**src/rtl/fetch_sequencer_if.sv**
```systemverilog
// Instruction-memory request/complete channel between the fetch sequencer
// (master) and a stall/done style instruction memory (slave).
interface fetch_sequencer_if;
  logic        mem_req;
  logic [15:0] mem_addr;
  logic        mem_done;
  logic [15:0] mem_data;

  modport master (output mem_req, output mem_addr, input mem_done, input mem_data);
  modport slave  (input mem_req, input mem_addr, output mem_done, output mem_data);
endinterface

```
**src/rtl/fetch_sequencer.sv**
```systemverilog
// Fetch-stage sequencer: one outstanding instruction-memory request, holds the
// instruction under decode stall, squashes in-flight fetches on redirect.
// Optional outstanding-request watchdog: define FETCH_TIMEOUT_EN.
module fetch_sequencer #(
  parameter logic [15:0] RESET_PC       = 16'h0000,
  parameter logic [15:0] NOP_INSTR      = 16'h0800,
  parameter int          TIMEOUT_CYCLES = 64
) (
  input  logic              clk,
  input  logic              rst,
  fetch_sequencer_if.master mem,
  input  logic              redirect,
  input  logic [15:0]       redirect_PC,
  input  logic              stall,
  output logic [15:0]       instr,
  output logic              instr_valid,
  output logic [15:0]       curr_PC,
  output logic [15:0]       inc_PC,
  output logic              err
);

  typedef enum logic [1:0] {S_IDLE, S_WAIT, S_FULL, S_SQUASH} state_t;

  function automatic logic [15:0] pc_add2(input logic [15:0] pc);
    return pc + 16'd2;
  endfunction

  state_t      state_q;
  logic [15:0] req_addr_q;
  logic [15:0] fetch_PC_q;
  logic [15:0] instr_q;
  logic [15:0] curr_PC_q;
  logic        instr_valid_q;
  logic        issue;

  // FULL issues the next fetch only when decode consumes the held instruction.
  assign issue        = (state_q == S_FULL) && !stall && !redirect;
  assign mem.mem_req  = (state_q == S_WAIT) || (state_q == S_SQUASH) || issue;
  assign mem.mem_addr = (state_q == S_FULL) ? fetch_PC_q : req_addr_q;

  assign instr        = instr_valid_q ? instr_q : NOP_INSTR;
  assign instr_valid  = instr_valid_q;
  assign curr_PC      = curr_PC_q;
  assign inc_PC       = pc_add2(curr_PC_q);

  always_ff @(posedge clk or negedge rst) begin
    if (!rst) begin
      state_q       <= S_IDLE;
      req_addr_q    <= RESET_PC;
      fetch_PC_q    <= RESET_PC;
      instr_q       <= NOP_INSTR;
      curr_PC_q     <= RESET_PC;
      instr_valid_q <= 1'b0;
    end else begin
      case (state_q)
        S_IDLE: begin
          req_addr_q <= RESET_PC;
          state_q    <= S_WAIT;
        end
        S_WAIT: begin
          if (mem.mem_done) begin
            if (redirect) begin
              req_addr_q <= redirect_PC;
            end else begin
              instr_q       <= mem.mem_data;
              curr_PC_q     <= req_addr_q;
              fetch_PC_q    <= pc_add2(req_addr_q);
              instr_valid_q <= 1'b1;
              state_q       <= S_FULL;
            end
          end else if (redirect) begin
            // Old request must still complete; remember where to go afterwards.
            fetch_PC_q <= redirect_PC;
            state_q    <= S_SQUASH;
          end
        end
        S_FULL: begin
          if (redirect) begin
            instr_valid_q <= 1'b0;
            req_addr_q    <= redirect_PC;
            state_q       <= S_WAIT;
          end else if (!stall) begin
            if (mem.mem_done) begin
              instr_q    <= mem.mem_data;
              curr_PC_q  <= fetch_PC_q;
              fetch_PC_q <= pc_add2(fetch_PC_q);
            end else begin
              req_addr_q    <= fetch_PC_q;
              instr_valid_q <= 1'b0;
              state_q       <= S_WAIT;
            end
          end
        end
        S_SQUASH: begin
          if (mem.mem_done) begin
            req_addr_q <= redirect ? redirect_PC : fetch_PC_q;
            state_q    <= S_WAIT;
          end else if (redirect) begin
            fetch_PC_q <= redirect_PC;
          end
        end
        default: state_q <= S_IDLE;
      endcase
    end
  end

`ifdef FETCH_TIMEOUT_EN
  localparam int CNT_W = $clog2(TIMEOUT_CYCLES + 1);

  logic [CNT_W-1:0] tmo_cnt_q;
  logic [CNT_W-1:0] tmo_cnt_d;
  logic             err_q;
  logic             waiting;

  assign waiting = ((state_q == S_WAIT) || (state_q == S_SQUASH)) && !mem.mem_done;

  always_comb begin
    tmo_cnt_d = '0;
    if (waiting) begin
      tmo_cnt_d = (tmo_cnt_q == CNT_W'(TIMEOUT_CYCLES)) ? tmo_cnt_q : tmo_cnt_q + 1'b1;
    end
  end

  always_ff @(posedge clk or negedge rst) begin
    if (!rst) begin
      tmo_cnt_q <= '0;
      err_q     <= 1'b0;
    end else begin
      tmo_cnt_q <= tmo_cnt_d;
      if (tmo_cnt_d == CNT_W'(TIMEOUT_CYCLES)) err_q <= 1'b1;
    end
  end

  assign err = err_q;
`else
  // No watchdog built; the limit parameter has no effect here.
  assign err = 1'b0 && (TIMEOUT_CYCLES > 0);
`endif

endmodule

```
**src/flat_wrapper.sv**
```systemverilog
// flat-port wrapper written by rule: the top's interface ports become plain ports
module fetch_sequencer_flat 
#(
  parameter logic [15:0] RESET_PC       = 16'h0000,
  parameter logic [15:0] NOP_INSTR      = 16'h0800,
  parameter int          TIMEOUT_CYCLES = 64
)
  (clk, rst, redirect, redirect_PC, stall, instr, instr_valid, curr_PC, inc_PC, err, mem_mem_req, mem_mem_addr, mem_mem_done, mem_mem_data);
  fetch_sequencer_if mem_i ();
  input  logic clk;
  input  logic rst;
  input  logic redirect;
  input  logic [15:0] redirect_PC;
  input  logic stall;
  output logic [15:0] instr;
  output logic instr_valid;
  output logic [15:0] curr_PC;
  output logic [15:0] inc_PC;
  output logic err;
  output wire logic [$bits(mem_i.mem_req)-1:0] mem_mem_req;
  output wire logic [$bits(mem_i.mem_addr)-1:0] mem_mem_addr;
  input wire logic [$bits(mem_i.mem_done)-1:0] mem_mem_done;
  input wire logic [$bits(mem_i.mem_data)-1:0] mem_mem_data;
  assign mem_mem_req = mem_i.mem_req;
  assign mem_mem_addr = mem_i.mem_addr;
  assign mem_i.mem_done = mem_mem_done;
  assign mem_i.mem_data = mem_mem_data;
  fetch_sequencer #(.RESET_PC(RESET_PC), .NOP_INSTR(NOP_INSTR), .TIMEOUT_CYCLES(TIMEOUT_CYCLES)) u_core (.clk(clk), .rst(rst), .mem(mem_i), .redirect(redirect), .redirect_PC(redirect_PC), .stall(stall), .instr(instr), .instr_valid(instr_valid), .curr_PC(curr_PC), .inc_PC(inc_PC), .err(err));
endmodule
```
**config.mk**
```make
export PLATFORM = sky130hd
export DESIGN_NAME = fetch_sequencer_flat
export DESIGN_NICKNAME = d
export VERILOG_FILES = /design/src/rtl/fetch_sequencer_if.sv /design/src/rtl/fetch_sequencer.sv /design/src/flat_wrapper.sv
export SDC_FILE = /design/constraint.sdc
export NUM_CORES = 1
export LEC_CHECK = 0
export CORE_MARGIN = 3
export CORE_UTILIZATION = 51
export CTS_CLUSTER_SIZE = 40
export DETAILED_ROUTE_END_ITERATION = 6
export PLACE_DENSITY = 0.81
export SLEW_MARGIN = 20
export SYNTH_ARGS = -nofsm -noshare
export SYNTH_HDL_FRONTEND = slang
export SYNTH_SLANG_ARGS = --single-unit
```
**constraint.sdc**
```tcl
create_clock -name clk -period 2.27 [get_ports clk]
set_clock_uncertainty 0.1 [all_clocks]
set_input_delay 0.227 -clock clk [delete_from_list [all_inputs] [get_ports clk]]
set_output_delay 0.227 -clock clk [all_outputs]
set_load 0.02 [all_outputs]
```
**After elaboration in Yosys (flattened, before gate mapping)**

Index checks and enable logic that the tools add are counted.

- Register bits: 67
- Input bits: 37
- Word-level logic and storage cells: 81

- Add/sub/neg operators: 3
- Equality and inequality tests: 15
- Multiplexer cells: 43
- Reduce and logical (&&, ||, !) cells: 14

Operators by type and width:

| operator | number |
|---|---|
| $mux W16 | 25 |
| $pmux W16 S2 | 2 |
| $pmux W16 S4 | 1 |
| $add A16 B2 Y16 const B | 3 |
| $pmux W16 S3 | 1 |
| $ne A2 B2 Y1 const B | 8 |
| $reduce_and A5 Y1 | 3 |
| $mux W2 | 7 |
| $ne A3 B3 Y1 const B | 4 |
| $reduce_and A6 Y1 | 2 |
| $pmux W2 S4 | 1 |
| $mux W1 | 5 |
| $eq A2 B2 Y1 const B | 2 |
| $reduce_bool A3 Y1 | 1 |
| $eq A2 B1 Y1 const B | 1 |
| $logic_and A1 B1 Y1 | 2 |
| $logic_not A1 Y1 | 2 |
| $logic_not A2 Y1 | 1 |
| $logic_or A1 B1 Y1 | 2 |
| $pmux W1 S2 | 1 |
| $reduce_bool A2 Y1 | 1 |

**Longest topological paths before layout**

Gate-level depths: netlist of the first run.

- Depth after elaboration: 5
- Gate-level depth with buffers: 8
- Mapped depth without buffers: 6

**Worst setup path before layout of the first run**

OpenSTA, ideal clock, no wires.

- Path type: register to output
- From: reg u_core.curr_PC_q[3], in the netlist u_core.curr_PC[3]
- To: out inc_PC[11]
- Arrival time: 1.559 ns
- Path slack: 0.384 ns
- Cell stages (with the launch flop): 5
- Cell sequence: dfrtp_1 and4_1 and4_1 nand3_1 xnor2_1

- Word-level cells in the longest chain between the ends: 1

Ends and longest elaborated chain:

| item | RTL line | RTL |
|---|---|---|
| start: declaration | fetch_sequencer.sv:32 | `logic [15:0] curr_PC_q;` |
| start signal: assignment | fetch_sequencer.sv:66 | `curr_PC_q <= req_addr_q;` |
| start signal: assignment | fetch_sequencer.sv:85 | `curr_PC_q <= fetch_PC_q;` |
| $add A16 B2 Y16 | fetch_sequencer.sv:25 | `return pc + 16'd2;` |
| end: declaration | flat_wrapper.sv:18 | `output logic [15:0] inc_PC;` |

No other way between the ends.

**Worst setup path in the final report of the first run**

- From: reg u_core.instr_valid_q, in the netlist u_core.instr_valid
- To: out instr[2]

- Word-level cells in the longest chain between the ends: 1

Ends and longest elaborated chain:

| item | RTL line | RTL |
|---|---|---|
| start: declaration | fetch_sequencer.sv:33 | `logic instr_valid_q;` |
| start signal: assignment | fetch_sequencer.sv:53 | `instr_valid_q <= 1'b0;` |
| start signal: assignment | fetch_sequencer.sv:68 | `instr_valid_q <= 1'b1;` |
| start signal: assignment | fetch_sequencer.sv:79 | `instr_valid_q <= 1'b0;` |
| $mux W16 | fetch_sequencer.sv:41 | `assign instr = instr_valid_q ? instr_q : NOP_INSTR;` |
| end: declaration | flat_wrapper.sv:15 | `output logic [15:0] instr;` |

No other way between the ends.

==> results of run 1 <==
-- synth_stat cells (3+ instances only) --
cell / instances / share of area
xnor2_1: 19 / 0.037
nor4_1: 3 / 0.0042
and2_1: 17 / 0.024
nor2b_1: 4 / 0.0056
nor2_1: 43 / 0.036
nand2_1: 75 / 0.063
o22ai_1: 3 / 0.0042
and4_1: 5 / 0.0099
a31oi_1: 5 / 0.0070
a22oi_1: 9 / 0.015
buf_4: 8 / 0.014
ha_1: 3 / 0.0085
o211ai_1: 4 / 0.0068
and3_1: 5 / 0.0070
mux2_2: 41 / 0.10
mux2i_1: 8 / 0.018
o21ai_2: 3 / 0.0059
nor3_1: 11 / 0.012
nand2b_1: 5 / 0.0070
clkbuf_1: 8 / 0.0068
buf_2: 17 / 0.019
inv_1: 7 / 0.0059
a211oi_1: 5 / 0.0085
o21ai_1: 8 / 0.0090
xor2_1: 8 / 0.016
nand3_1: 16 / 0.018
a21o_1: 4 / 0.0068
nand4_1: 7 / 0.0099
a21oi_1: 36 / 0.041
a2bb2oi_1: 4 / 0.0079
o21ai_0: 21 / 0.024
dfrtp_1: 66 / 0.37
-- logic make-up (layout without fill, tap and decap cells) --
group | count (synthesis) | in the layout | share of synthesized area
and+or+nand+nor | 199 | 199 | 0.215
AOI/OAI and AO/OA | 115 | 115 | 0.166
DFF | 67 | 67 | 0.378
muxes | 50 | 50 | 0.125
buffers and inverters | 45 | 164 | 0.0535
xor gates and xnor gates | 27 | 27 | 0.0532
adders and majority gates | 3 | 3 | 0.00845
other | 1 | 1 | 0.000844
-- flip-flops by register name (all words and copies together), names as in the netlist --
signal	cells
u_core.instr_q	16
u_core.curr_PC	16
u_core.state_q	2
u_core.instr_valid	1
u_core.req_addr_q	16
u_core.fetch_PC_q	16
-- metal layers --
layer | part of all wire | GRT usage | vias up
li1 | - | - | 2017
met1 | 0.42 | 0.368 | 2032
met2 | 0.47 | 0.449 | 237
met3 | 0.076 | 0.0372 | 40
met4 | 0.029 | 0.108 | 0
met5 | 0 | 0 | -
-- where the power goes --
part	switching, mW	total, mW	internal, mW
registers	0.670	2.34	1.67
clock network	0.488	1.09	0.606
logic	1.98	3.79	1.81
total	3.14	7.22	4.08
-- what timing repair did --
action,CTS,global route
cloned,0,0
endpoints found under the hold margin,20,0
hold buffers,1,0
endpoints found under the setup margin,23,13
resized for setup,27,20
buffers inserted,4,2
pin swaps,0,0
-- worst paths after layout --
| check | slack [ps] | to |
|---|---|---|
| setup / recovery | 80 | instr[2] |
| hold / removal | 310 | u_core.req_addr_q[11] |
| setup reg to reg | 150 | u_core.fetch_PC_q[15] |
| hold reg to reg | 400 | u_core.instr_q[13] |
| max in group asynchronous | 1060 | u_core.instr_q[11] |
| min in group clk | 390 | u_core.instr_q[13] |
-- worst max-delay path: cells and delay by family (launching register included) --
| family | cells | cell delay, ps |
|---|---|---|
| and+or+nand+nor | 1 | 230 |
| buffers and inverters | 1 | 620 |
| DFF | 1 | 660 |
-- layout make-up --
type | instances | area (sq um) | area share
clock buffer | 12 | 165 | 0.0279
inverter | 7 | 26.3 | 0.00445
tap | 105 | 131 | 0.0222
clock inverter | 4 | 55.1 | 0.00932
multi-input combinational | 395 | 2530 | 0.428
sequential | 67 | 1680 | 0.284
timing repair buffer | 141 | 1320 | 0.224
-- per-stage QoR --
stage               instance area [sq um]  setup slack [ps]  cells  hold slack [ps]
floorplan                            4440               384    507             -169
global placement                     5660              94.0    708              130
detailed placement                   5660              64.9    708              136
CTS                                  5900             0.491    729              299
global route                         5910              4.00    731              324
finish                               5910              83.1    731              314
==> reports/results.txt, run 1 <==
Final ANT Viol Nets -> 0
Worst-Margin Slew -> 545 ps
CP Cell Sequence -> and2_1 > clkdlybuf4s50_1
final wirelength -> 13200 um
sequential area share after synthesis -> 0.378
crit path kind -> reg2out
Die Y -> 99.3 um
initial antenna violation count -> 0
setup tns final -> 0 ps
Worst Setup SP -> u_core.instr_valid
CP Data Required Time -> 1940 ps
Setup-failing EPs final -> 0
largest net degree at the start of global routing -> 48
most common flop cell mapped by yosys -> dfrtp_1
FMAX -> 457 MHz
clk sinks -> 67
Post-synth EDFFs -> 0
Syn-to-layout area delta -> 33.0%
routability cong. -> 0.966
htree depth -> 3
Die ar. -> 0.00987 sq mm
Core Util, Final -> 0.709
worst vdd ir -> 0.587 mV
Worst-path clk slew -> 90 ps
most common cell after layout, fill and taps aside -> nand2_1
Post-Syn Area -> 0.00444 sq mm
# port buffers -> 102
grt total ovfl -> 0
fin nets -> 661
vias in the first global route -> 4268
startpoint types -> flop
Initial Utilization -> 0.533
Die Span X -> 99.3 um
CTS Root Cell -> clkbuf_8
CTS tree -> yes
RSZ-0062 raised after global routing -> false
first-pass GRT wire length -> 21700 um
fin crit period -> 2190 ps
worst-path fanout max -> 19
asr flop ratio synth -> 1.00
max incr delay on CP -> 660 ps
final hold violations -> 0
Slew headroom -> 0.637
overall power -> 7.22 mW
total number of vias -> 4326
layout cells sized above 1 -> 0.192
pwr/cell area -> 1220 mW/mm^2
Layout fillers -> 665
CTS buffer count -> 9
Max Buffers Root-to-Sink -> 2
most frequent cells in the layout -> nand2_1, clkdlybuf4s50_1, dfrtp_1, nor2_1, mux2_2
Pre-Repair DR Iteration Count -> 5
FP Rows -> 33
synth warn -> 0
Arrival @ worst endpoint -> 1860 ps
Avg WL per Cell -> 18.1 um
Post-route DRC -> 0
fin crit share -> 0.963
starting DRC count in detailed routing -> 314
critical path's slowest cell -> dfrtp_1
Worst Hold Class -> in2async
gr usage total -> 0.274
Vias per Instance -> 5.92
Core Box Area -> 0.00834 sq mm
Yosys reg bits -> 67
outcome -> finished clean
syn nets -> 547
Mapped Cells -> 507
ant diodes -> 0
Worst R2R Start -> u_core.fetch_PC_q[1]
Top Ports -> 104
Syn Area/Cell -> 8.76 sq um
Max-Cap Viols -> 0
critical path endpoint category -> primary output
Yosys cell types -> 58
Clk Latency, worst-skew pair -> 350 ps
Worst Reg-to-Reg Cells -> 6
Max Slew Vio Count -> 0
leakage -> 2.59 nW
post-DP HPWL -> 9890 um
No activity file was read; power rests on OpenSTA's default activity.
==> inputs of run 2 (changes only) <==
--- a/config.mk
+++ b/config.mk
@@ -10,6 +10,7 @@
 export CTS_CLUSTER_SIZE = 40
 export DETAILED_ROUTE_END_ITERATION = 6
 export PLACE_DENSITY = 0.81
+export SKIP_CTS_REPAIR_TIMING = 1
 export SLEW_MARGIN = 20
 export SYNTH_ARGS = -nofsm -noshare
 export SYNTH_HDL_FRONTEND = slang
==> run 2 against run 1 <==
Net effect:
- global-route usage shrank 0.25 points
- routed wire length rose by 0.98%
- sequential share of layout area down 0.25 points
- sequential power about the same
- non-clock buffer count is 5 lower
- register-to-register slack better by 30 ps
- worst setup slack got worse by 27 ps
- die area unchanged
- largest power group unchanged
==> reports/results.txt, run 2 (synthesis results as in run 1) <==
outcome -> finished clean
Initial Utilization -> 0.533 (unchanged)
worst-path fanout max -> 24 (+5)
htree depth -> 3 (unchanged)
post-DP HPWL -> 9890 um (unchanged)
Die Y -> 99.3 um (unchanged)
fin nets -> 657 (-0.61%)
Max Slew Vio Count -> 0 (unchanged)
starting DRC count in detailed routing -> 309 (-1.6%)
startpoint types -> flop
dpl cells -> 708 (unchanged)
Top Ports -> 104 (unchanged)
Slew headroom -> 0.631 (-0.00582)
layout cells sized above 1 -> 0.183 (-0.00841)
fin crit share -> 0.975 (+0.0120)
grt total ovfl -> 0 (unchanged)
Die ar. -> 0.00987 sq mm (unchanged)
ant diodes -> 0 (unchanged)
Worst Hold Class -> in2async
largest net degree at the start of global routing -> 48 (unchanged)
leakage -> 2.72 nW (+5.2%)
first-pass GRT wire length -> 21500 um (-0.76%)
pwr/cell area -> 1220 mW/mm^2 (+0.26%)
Setup-failing EPs final -> 0 (unchanged)
Final ANT Viol Nets -> 0 (unchanged)
CTS tree -> yes
Fin Hold WS -> 306 ps (-8.82 ps)
CTS Root Cell -> clkbuf_8
clk sinks -> 67 (unchanged)
CP Data Required Time -> 1940 ps (about the same)
# port buffers -> 102 (unchanged)
FMAX -> 452 MHz (-1.2%)
Syn-to-layout area delta -> 34.3%
Pre-Repair DR Iteration Count -> 5 (unchanged)
most common cell after layout, fill and taps aside -> nand2_1
Worst-path clk slew -> 80 ps (about the same)
Vias per Instance -> 5.90 (-0.38%)
initial antenna violation count -> 0 (unchanged)
Arrival @ worst endpoint -> 1890 ps (+30 ps)
most frequent cells in the layout -> nand2_1, clkdlybuf4s50_1, dfrtp_1, nor2_1, mux2_2
fin crit period -> 2210 ps (+27.2 ps)
Max-Cap Viols -> 0 (unchanged)
final hold violations -> 0 (unchanged)
Avg WL per Cell -> 18.3 um (+1.5%)
worst vdd ir -> 0.586 mV (-0.22%)
critical path endpoint category -> primary output
setup tns final -> 0 ps (unchanged)
final wirelength -> 13300 um (+0.98%)
Clk Latency, worst-skew pair -> 340 ps (about the same)
total number of vias -> 4286 (-0.92%)
CTS buffer count -> 9 (unchanged)
gr usage total -> 0.272 (-0.00252)
Worst Reg-to-Reg Cells -> 6 (unchanged)
crit path kind -> reg2out
Core Box Area -> 0.00834 sq mm (unchanged)
FP Rows -> 33 (unchanged)
Max Buffers Root-to-Sink -> 2 (unchanged)
vias in the first global route -> 4221 (-1.1%)
Post-route DRC -> 0 (unchanged)
routability cong. -> 0.966 (unchanged)
Post-Layout Cell Count -> 727 (-0.55%)
Die Span X -> 99.3 um (unchanged)
Worst-Margin Slew -> 554 ps (+8.73 ps)
run 2: layout make-up:
type	instances	area [sq um]
clock inverter	4	55.1
sequential	67	1680
timing repair buffer	136	1370
inverter	7	26.3
clock buffer	12	165
tap	105	131
multi-input combinational	396	2540
fill	650	2370
run 2: worst paths after layout:
path	start	to	slack, ps
setup / recovery	u_core.state_q[1]	mem_mem_req	60
hold / removal	rst	u_core.req_addr_q[11]	310
setup reg to reg	u_core.fetch_PC_q[1]	u_core.fetch_PC_q[15]	180
hold reg to reg	u_core.instr_q[13]	u_core.instr_q[13]	400
max in group asynchronous	rst	u_core.instr_q[11]	1070
min in group clk	mem_mem_data[13]	u_core.instr_q[13]	390
run 2: through the flow:
stage / total power, mW / utilization / setup WS [ps] / instance area (sq um)
2_1_floorplan: 4.49 / - / 384 / 4440
3_3_place_gp: 6.14 / 0.678 / 94.0 / 5660
3_5_place_dp: 6.25 / 0.678 / 64.9 / 5660
4_1_cts: 7.35 / 0.704 / -301 / 5880
5_1_grt: 7.76 / 0.715 / -8.67 / 5970
6_report: 7.31 / 0.715 / 56.0 / 5970
run 2: metal layers:
| layer | GRT usage | routed length, um | up-vias |
|---|---|---|---|
| met4 | 0.0966 | 262 | 0 |
| met5 | 0 | 0 | - |
| met3 | 0.0351 | 991 | 24 |
| met2 | 0.450 | 6400 | 221 |
| li1 | - | - | 2008 |
| met1 | 0.366 | 5690 | 2033 |
run 2: where the power goes:
part | internal, mW | total [mW] | switching [mW]
Sequential | 1.67 | 2.35 | 0.677
Combinational | 1.88 | 3.88 | 1.99
Clock | 0.606 | 1.09 | 0.480
run 2: critical path, stage by stage (launching register included):
cell	delay, ps
dfrtp_1	470
buf_4	320
a21o_1	160
clkdlybuf4s50_1	600
